<file path="config.mk">
export PLATFORM = sky130hd
export DESIGN_NAME = pipe_hazard_ctrl
export DESIGN_NICKNAME = d
export VERILOG_FILES = /design/src/rtl/pipe_hazard_ctrl_pkg.sv /design/src/rtl/pipe_hazard_ctrl_perf_cnt.sv /design/src/rtl/pipe_hazard_ctrl.sv
export SDC_FILE = /design/constraint.sdc
export NUM_CORES = 1
export LEC_CHECK = 0
export CORE_ASPECT_RATIO = 0.9
export CORE_MARGIN = 3
export CORE_UTILIZATION = 45
export CTS_BUF_LIST = sky130_fd_sc_hd__clkbuf_8 sky130_fd_sc_hd__clkbuf_16
export CTS_CLUSTER_DIAMETER = 60
export CTS_CLUSTER_SIZE = 25
export DETAILED_ROUTE_END_ITERATION = 8
export PLACE_DENSITY = 0.77
export SETUP_SLACK_MARGIN = 0.15
export SLEW_MARGIN = 40
export SYNTH_ARGS = -nofsm -noshare
export SYNTH_HDL_FRONTEND = slang
export SYNTH_SLANG_ARGS = --single-unit
</file>
<file path="constraint.sdc">
create_clock -name clk -period 4.4 [get_ports clk]
set_clock_uncertainty 0.2 [all_clocks]
set_input_delay 0.66 -clock clk [delete_from_list [all_inputs] [get_ports clk]]
set_output_delay 0.66 -clock clk [all_outputs]
set_load 0.03 [all_outputs]
</file>
<file path="src/rtl/pipe_hazard_ctrl_pkg.sv">
// Shared hazard-control types and the architectural reset PC.
// Used by the hazard sequencer and by the pipeline stage registers.
// No logic here: types and constants only.
package pipe_hazard_ctrl_pkg;

  // Fetch restarts here after reset; the pipeline registers use it too.
  localparam logic [63:0] RESET_PC = 64'h8000_0000;

  typedef enum logic [1:0] {
    RUN,
    REDIR_PEND,
    TRAP_WAIT
  } hz_state_t;

  // One field per pipeline register: keep contents, or load a bubble.
  typedef struct packed {
    logic hold;
    logic kill;
  } stage_ctl_t;

endpackage

</file>
<file path="src/rtl/pipe_hazard_ctrl_perf_cnt.sv">
// Stall-cycle and redirect-pulse performance counters.
// Latency: count visible the cycle after the enable; wrap modulo 2^CNT_W.
// No backpressure; only reset clears the counts.
module hz_perf_cnt #(
  parameter int CNT_W = 64
) (
  input  logic             clk,
  input  logic             reset,
  input  logic             stall_en,
  input  logic             redir_en,
  output logic [CNT_W-1:0] stall_cycles,
  output logic [CNT_W-1:0] redirect_cnt
);

  // Free-running counters, cleared only by reset.
  always_ff @(posedge clk) begin
    if (reset) begin
      stall_cycles <= '0;
      redirect_cnt <= '0;
    end else begin
      if (stall_en) stall_cycles <= stall_cycles + 1'b1;
      if (redir_en) redirect_cnt <= redirect_cnt + 1'b1;
    end
  end

endmodule

</file>
<file path="src/rtl/pipe_hazard_ctrl.sv">
// Hazard/redirect sequencer: hold, kill and PC redirect for the 5-stage core.
// Latency: controls are combinational; redirect pulses the cycle fetch is idle.
// Backpressure: i_busy defers a redirect; d_busy/mdu_busy freeze the pipe.
module pipe_hazard_ctrl #(
  parameter int              XLEN     = 64,
  parameter logic [XLEN-1:0] RESET_PC = XLEN'(pipe_hazard_ctrl_pkg::RESET_PC),
  parameter int              CNT_W    = 64
) (
  input  logic             clk,
  input  logic             reset,
  input  logic             i_busy,
  input  logic             d_busy,
  input  logic             mdu_busy,
  input  logic             load_use,
  input  logic             br_valid,
  input  logic [XLEN-1:0]  br_target,
  input  logic             trap_valid,
  input  logic [XLEN-1:0]  trap_target,
  output logic             pc_redirect,
  output logic [XLEN-1:0]  pc_target,
  output logic             hold_F,
  output logic             hold_FD,
  output logic             hold_DE,
  output logic             hold_EM,
  output logic             kill_FD,
  output logic             kill_DE,
  output logic             kill_EM,
  output logic             kill_MW,
  output logic [CNT_W-1:0] stall_cycles,
  output logic [CNT_W-1:0] redirect_cnt
);

  import pipe_hazard_ctrl_pkg::*;

  hz_state_t       state, state_nxt;
  logic [XLEN-1:0] tgt, tgt_nxt;
  logic            hold_f;
  stage_ctl_t      fd, de, em, mw;
  logic            freeze;

  assign freeze = d_busy | mdu_busy;

  // State and latched redirect target.
  always_ff @(posedge clk) begin
    if (reset) begin
      state <= RUN;
      tgt   <= RESET_PC;
    end else begin
      state <= state_nxt;
      tgt   <= tgt_nxt;
    end
  end

  // Next state, target latch and all stage controls from state and inputs.
  always_comb begin
    state_nxt   = state;
    tgt_nxt     = tgt;
    pc_redirect = 1'b0;
    pc_target   = tgt;
    hold_f      = 1'b0;
    fd          = '0;
    de          = '0;
    em          = '0;
    mw          = '0;

    case (state)
      RUN: begin
        if (trap_valid && d_busy) begin
          // Trap must wait for MEM to drain; freeze meanwhile.
          tgt_nxt   = trap_target;
          state_nxt = TRAP_WAIT;
          hold_f    = 1'b1;
          fd.hold   = 1'b1;
          de.hold   = 1'b1;
          em.hold   = 1'b1;
          mw.kill   = 1'b1;
        end else if (trap_valid) begin
          fd.kill = 1'b1;
          de.kill = 1'b1;
          em.kill = 1'b1;
          if (i_busy) begin
            tgt_nxt   = trap_target;
            hold_f    = 1'b1;
            state_nxt = REDIR_PEND;
          end else begin
            pc_redirect = 1'b1;
            pc_target   = trap_target;
          end
        end else if (freeze) begin
          // EX is held, so any branch/load-use re-presents next cycle.
          hold_f  = 1'b1;
          fd.hold = 1'b1;
          de.hold = 1'b1;
          em.hold = 1'b1;
          mw.kill = 1'b1;
        end else if (br_valid) begin
          fd.kill = 1'b1;
          de.kill = 1'b1;
          if (i_busy) begin
            tgt_nxt   = br_target;
            hold_f    = 1'b1;
            state_nxt = REDIR_PEND;
          end else begin
            pc_redirect = 1'b1;
            pc_target   = br_target;
          end
        end else if (load_use) begin
          hold_f  = 1'b1;
          fd.hold = 1'b1;
          de.kill = 1'b1;
        end
      end

      REDIR_PEND: begin
        // Keep wrong-path fetches out until the outstanding fetch returns.
        hold_f  = 1'b1;
        fd.kill = 1'b1;
        if (trap_valid) begin
          tgt_nxt = trap_target;
          de.kill = 1'b1;
          em.kill = 1'b1;
        end
        if (!i_busy) begin
          pc_redirect = 1'b1;
          pc_target   = tgt_nxt;
          state_nxt   = RUN;
        end
      end

      TRAP_WAIT: begin
        if (d_busy) begin
          hold_f  = 1'b1;
          fd.hold = 1'b1;
          de.hold = 1'b1;
          em.hold = 1'b1;
          mw.kill = 1'b1;
        end else begin
          fd.kill = 1'b1;
          de.kill = 1'b1;
          em.kill = 1'b1;
          if (i_busy) begin
            hold_f    = 1'b1;
            state_nxt = REDIR_PEND;
          end else begin
            pc_redirect = 1'b1;
            pc_target   = tgt;
            state_nxt   = RUN;
          end
        end
      end

      default: state_nxt = RUN;
    endcase

    // A bubble wins over holding stale contents.
    fd.hold = fd.hold & ~fd.kill;
    de.hold = de.hold & ~de.kill;
    em.hold = em.hold & ~em.kill;

    // During reset the whole pipe is flushed and fetch is left alone.
    if (reset) begin
      pc_redirect = 1'b0;
      hold_f      = 1'b0;
      fd          = '{hold: 1'b0, kill: 1'b1};
      de          = '{hold: 1'b0, kill: 1'b1};
      em          = '{hold: 1'b0, kill: 1'b1};
      mw          = '{hold: 1'b0, kill: 1'b1};
    end
  end

  assign hold_F  = hold_f;
  assign hold_FD = fd.hold;
  assign hold_DE = de.hold;
  assign hold_EM = em.hold;
  assign kill_FD = fd.kill;
  assign kill_DE = de.kill;
  assign kill_EM = em.kill;
  assign kill_MW = mw.kill | mw.hold;

  hz_perf_cnt #(
    .CNT_W(CNT_W)
  ) u_perf (
    .clk         (clk),
    .reset       (reset),
    .stall_en    (hold_f),
    .redir_en    (pc_redirect),
    .stall_cycles(stall_cycles),
    .redirect_cnt(redirect_cnt)
  );

endmodule
</file>
# Yosys cells after proc, flatten, opt, wreduce, memory -nomap -nowiden

Index checks and enable logic that the tools add are counted.

Logic and storage cells: 97
Output and inout bits: 201
Bits in registers: 194
Input bits: 136

Reductions and logical operators: 5
$add $sub $neg: 2
Multiplexer cells: 70
Eq/ne operators: 8
Bitwise gates (word level): 8

Operators by type and width:

| kind                                                             | count |
|---|---|
| 64-bit two-way mux                                               | 14 |
| 64-bit case mux with 2 select lines                              | 2 |
| 64-bit by 1-bit adder with 64-bit output (second input constant) | 2 |
| 1-bit two-way mux                                                | 36 |
| 2-bit two-way mux                                                | 10 |
| 1-bit case mux with 3 select lines                               | 5 |
| 4-bit inequality test (second input constant)                    | 3 |
| 2-bit case mux with 3 select lines                               | 1 |
| 5-bit inequality test (second input constant)                    | 1 |
| 5-bit AND reduction                                              | 1 |
| 2-bit inequality test (second input constant)                    | 2 |
| 1-bit case mux with 2 select lines                               | 2 |
| 4-bit AND reduction                                              | 1 |
| 1-bit bitwise AND                                                | 3 |
| 1-bit inverter                                                   | 3 |
| 2-bit by 1-bit == test with 1-bit output (second input constant) | 1 |
| 2-bit == test (second input constant)                            | 1 |
| 2-bit logical NOT                                                | 1 |
| 2-bit nonzero test                                               | 1 |
| 1-bit logical AND                                                | 1 |
| 1-bit bitwise OR                                                 | 1 |
| 1-bit bitwise OR (second input constant)                         | 1 |

# Logic depth before layout (Yosys ltp)

Depth in word-level cells: 9
Gate-level depth with buffers: 9
Depth with buffers taken out: 6

# Cells and area by module

Synthesis repeated with hierarchy kept, for this count alone.

Cells, all modules: 1399
Area total of the unflattened synthesis: 11225.8 µm²

Modules (own cells, without submodules):

| module           | times used | area each (µm²) | sequential area each (µm²) | cells an instance |
|---|---|---|---|---|
| hz_perf_cnt      | 1          | 6203.4          | 2562.5                     | 757 |
| pipe_hazard_ctrl | 1          | 5022.3          | 1321.3                     | 642 |

# Worst setup path after synthesis

OpenSTA, ideal clock, no wires.

Kind: input to output
From: input i_busy
To: output pc_target[12]
Setup slack: 0.971 ns
Path buffers: 3
Data arrival time: 2.569 ns
Cell stages on the path: 7
Data required time: 3.540 ns
Path through: clkbuf_1 nand2b_1 or2_2 clkbuf_1 buf_1 o221ai_1 o21ai_0

Word-level cells in the longest chain between the ends: 6
Elaborated cells between the ends (all ways): 8
Those cells by class: 8 x mux

RTL lines:

| item                                    | RTL line               | RTL |
|---|---|---|
| from (decl)                             | pipe_hazard_ctrl.sv:11 | `input logic i_busy,` |
| 64-bit two-way mux                      | pipe_hazard_ctrl.sv:99 | `if (i_busy) begin` |
| 64-bit two-way mux                      | pipe_hazard_ctrl.sv:96 | `end else if (br_valid) begin` |
| 64-bit two-way mux                      | pipe_hazard_ctrl.sv:89 | `end else if (freeze) begin` |
| 64-bit two-way mux                      | pipe_hazard_ctrl.sv:77 | `end else if (trap_valid) begin` |
| 64-bit two-way mux                      | pipe_hazard_ctrl.sv:68 | `if (trap_valid && d_busy) begin` |
| 64-bit case mux with 2 select lines (*) | pipe_hazard_ctrl.sv:66 | `case (state)` |
| to (decl)                               | pipe_hazard_ctrl.sv:20 | `output logic [XLEN-1:0] pc_target,` |

Mark *: on every way between the ends. The rest lies on a longest branch, timed or not.

# Worst setup path after layout

From: input d_busy
To: output pc_target[4]

Word-level cells in the longest chain between the ends: 5
Elaborated cells between the ends (all ways): 6
Those cells by class: 4 x mux; 1 x bitwise; 1 x reduce/logical

RTL lines:

| item                                    | RTL line               | RTL |
|---|---|---|
| from (decl)                             | pipe_hazard_ctrl.sv:12 | `input logic d_busy,` |
| 1-bit bitwise OR                        | pipe_hazard_ctrl.sv:41 | `assign freeze = d_busy \| mdu_busy;` |
| 64-bit two-way mux                      | pipe_hazard_ctrl.sv:89 |  |
| 64-bit two-way mux                      | pipe_hazard_ctrl.sv:77 |  |
| 64-bit two-way mux (*)                  | pipe_hazard_ctrl.sv:68 |  |
| 64-bit case mux with 2 select lines (*) | pipe_hazard_ctrl.sv:66 |  |

Marked as above.

==> flow_summary.json <==
{
  "rsz0062_at_grt": "false",
  "routabilityCongestion": 0.918,
  "post-cts-setup-buffer-count": 0,
  "setup.worst_path.class": "input port to output port",
  "first_global_vias": 12600,
  "path_delay_family": "buffers and inverters",
  "ys_top_cells_by_count": "sky130_fd_sc_hd__dfxtp_1, sky130_fd_sc_hd__nor2_1, sky130_fd_sc_hd__clkbuf_1",
  "global_route.overflow_total": 0,
  "dp_hpwl_mm": 27.3,
  "grt_antenna_before_repair": 0,
  "grt_start_max_net_pins": 102,
  "cts_max_level": 4,
  "setup_viol_count_final": 0,
  "routed-via-count": 13500,
  "final-max-slew-violation-count": 0,
  "wire_per_inst_um": 19.9,
  "grt_use_total_pct": 28.9,
  "critical_path.max_fanout": 25,
  "numCtsBuffers": 17,
  "synthesized_instance_count": 1482,
  "worst_hold_path_type": "input port to register",
  "clk_transition_reported_paths_ps": 70,
  "final_hold_violations": 0,
  "wire_length_of_the_first_global_routing_pass_mm": 66.1,
  "area.growth.synth_to_final_pct": 36.3,
  "final_cell_area_mm2": 0.0156,
  "mappedNetlistNets": 1620,
  "postSynthRegisterBits": 194,
  "placedInstanceArea_mm2": 0.0149,
  "synth.cell_area_mm2": 0.0114,
  "detail_route.first_pass.iterations": 6,
  "power_per_cell_area_mw_per_mm2": 298,
  "placement_rows": 54,
  "total_power_mw": 4.64,
  "cts_buffer_depth": 2,
  "worst_setup_path_end_kind": "output port",
  "yosysMostFrequentCell": "sky130_fd_sc_hd__dfxtp_1",
  "routed_via_density": 6.50,
  "tritoncts": "yes",
  "synth_enable_flop_cells": 0,
  "numClockSinks": 194,
  "slew-limit-headroom_pct": 46.6,
  "critical_path.max_stage_delay_ps": 660,
  "i_o_pins": 337,
  "worstPathBufferInverterCount": 3,
  "numPortBuffers": 336,
  "synth-warning-count": 0,
  "syn-mean-instance-area_um2": 7.70,
  "worst_setup_path_start_kind": "input port",
  "post-synth-top-area-cell": "sky130_fd_sc_hd__dfxtp_1",
  "drv_cap": 0,
  "drt_iter0_markers": 1624,
  "drc": 0,
  "num-nets-final": 1870,
  "die_x_um": 174,
  "postSynth.asyncResetShare_pct": 0,
  "postRouteWirelength_mm": 41.4,
  "maxClockFrequency_mhz": 256,
  "timing.critical_path.cells": "clkdlybuf4s50_1, nor3b_1, nand3_2, nand2_2, buf_12, nor2_1, o21ai_0, buf_4",
  "start_util_pct": 46.4,
  "tightest_slew_ps": 801,
  "timing.final.crit_period_ps": 3900,
  "synth.distinct_cells": 52,
  "die_h_um": 157,
  "synth_ff_type": "sky130_fd_sc_hd__dfxtp_1",
  "holdBufCountCts": 0,
  "final_core_util_pct": 63.2,
  "crit_required_ps": 3540,
  "worstPathArrival_ps": 3040,
  "clk-insertion-delay-late_ps": 440,
  "fin_crit_sh_pct": 88.7,
  "setup_tns_ps": 0,
  "root_buffer": "sky130_fd_sc_hd__clkbuf_16",
  "power.leakage_nw": 4.90,
  "fillerInstances": 2197,
  "yosysTopAreaCellShare_pct": 34.0,
  "post_cts_resize_count": 0,
  "antenna_violating_nets_post_route": 0,
  "drive_gt1_share_pct": 10.1,
  "cpMaxStageDelayCell": "sky130_fd_sc_hd__clkdlybuf4s50_1",
  "design.die.area_mm2": 0.0273,
  "floorplan.core_area_mm2": 0.0246,
  "irDropWorstVdd_mv": 0.258,
  "netlist_top_cells_area": "sky130_fd_sc_hd__dfxtp_1, sky130_fd_sc_hd__nor2_1, sky130_fd_sc_hd__o221ai_1",
  "proportion_of_synthesized_chip_area_in_sequential_cells_pct": 34.0,
  "run_status": "completed"
}
[registers in the layout (all words and copies together), names as in the netlist]
register	cells
state	2
tgt	64
u_perf.redirect_cnt	64
u_perf.stall_cycles	64
[metal layers]
metal / routed length [um] / global-route usage [%] / share of wire [%]
met5: 0 / 0 / 0
met4: 1610 / 12.0 / 3.9
met3: 3360 / 5.43 / 8.1
met2: 18600 / 44.3 / 45
met1: 17800 / 40.0 / 43
[cell type report]
class,count,area [um2],area share (%)
inverters,21,78.8,0.507
clock buffers,19,453,2.91
diodes,1,2.50,0.0161
well taps,336,420,2.70
multi-input cells,1134,7030,45.2
clock inverters,13,150,0.965
repair buffers,364,3530,22.7
flip-flops and latches,194,3880,25.0
[worst register-to-register path, cell delays in order, from the launching register on]
cell and delay [ps]:
sky130_fd_sc_hd__dfxtp_1 420, sky130_fd_sc_hd__nand4_1 310, sky130_fd_sc_hd__nor4_1 590, sky130_fd_sc_hd__nand2_1 520, sky130_fd_sc_hd__nor4_1 490, sky130_fd_sc_hd__mux2_2 370
[where the power goes]
group / total, mW / switching, mW / internal (mW)
Clock: 1.62 / 0.746 / 0.877
Combinational: 1.12 / 0.678 / 0.441
Sequential: 1.90 / 0.0703 / 1.83
Total: 4.64 / 1.49 / 3.15
[placed cells by master, fill, tap and decap left out, types with 6 or more instances in the layout]
master	instances
sky130_fd_sc_hd__nor2_1	182
sky130_fd_sc_hd__nand2_1	80
sky130_fd_sc_hd__a21oi_1	94
sky130_fd_sc_hd__buf_12	9
sky130_fd_sc_hd__o221ai_1	64
sky130_fd_sc_hd__or3_1	23
sky130_fd_sc_hd__nor3_1	12
sky130_fd_sc_hd__o41ai_1	10
sky130_fd_sc_hd__o22ai_1	64
sky130_fd_sc_hd__o311ai_0	10
sky130_fd_sc_hd__nand2b_1	6
sky130_fd_sc_hd__xnor2_1	12
sky130_fd_sc_hd__and4_1	8
sky130_fd_sc_hd__or4_1	54
sky130_fd_sc_hd__inv_1	20
sky130_fd_sc_hd__a211oi_1	65
sky130_fd_sc_hd__nor4_1	20
sky130_fd_sc_hd__nand4_1	51
sky130_fd_sc_hd__or2_2	11
sky130_fd_sc_hd__xor2_1	9
sky130_fd_sc_hd__a2111oi_0	7
sky130_fd_sc_hd__nand3_1	53
sky130_fd_sc_hd__o31ai_1	51
sky130_fd_sc_hd__dfxtp_1	194
sky130_fd_sc_hd__o21ai_0	91
sky130_fd_sc_hd__and3_1	10
sky130_fd_sc_hd__clkbuf_16	17
sky130_fd_sc_hd__o211ai_1	6
sky130_fd_sc_hd__nor2b_1	16
sky130_fd_sc_hd__a22oi_1	64
sky130_fd_sc_hd__buf_4	82
sky130_fd_sc_hd__mux2_2	17
sky130_fd_sc_hd__clkdlybuf4s50_1	270
[cells by family after synthesis]
logic type	count (synthesis)	share of synthesized area (%)
xor gates and xnor gates	21	1.61
AOI/OAI and AO/OA	545	32.4
and+or+nand+nor	548	24.8
buffers and inverters	154	5.22
DFF	194	34.0
adders and majority gates	2	0.219
muxes	18	1.76
[metrics by stage]
step	hold WS (ps)	std cells	setup WS, ps
CTS	253	2081	501
global placement	263	2048	582
finish	273	2082	498
global route	258	2081	345
detailed placement	274	2049	520
floorplan	259	1482	971
[worst paths after layout]
| path | from | end | slack, ps | cells past startpoint |
|---|---|---|---|---|
| hold / removal | reset | u_perf.redirect_cnt[31] | 270 | 2 |
| setup / recovery | d_busy | pc_target[4] | 500 | 8 |
| setup reg to reg | u_perf.stall_cycles[4] | u_perf.stall_cycles[61] | 1400 | 5 |
| hold reg to reg | u_perf.redirect_cnt[63] | u_perf.redirect_cnt[63] | 280 | 2 |
No activity file was read; power rests on OpenSTA's default activity.
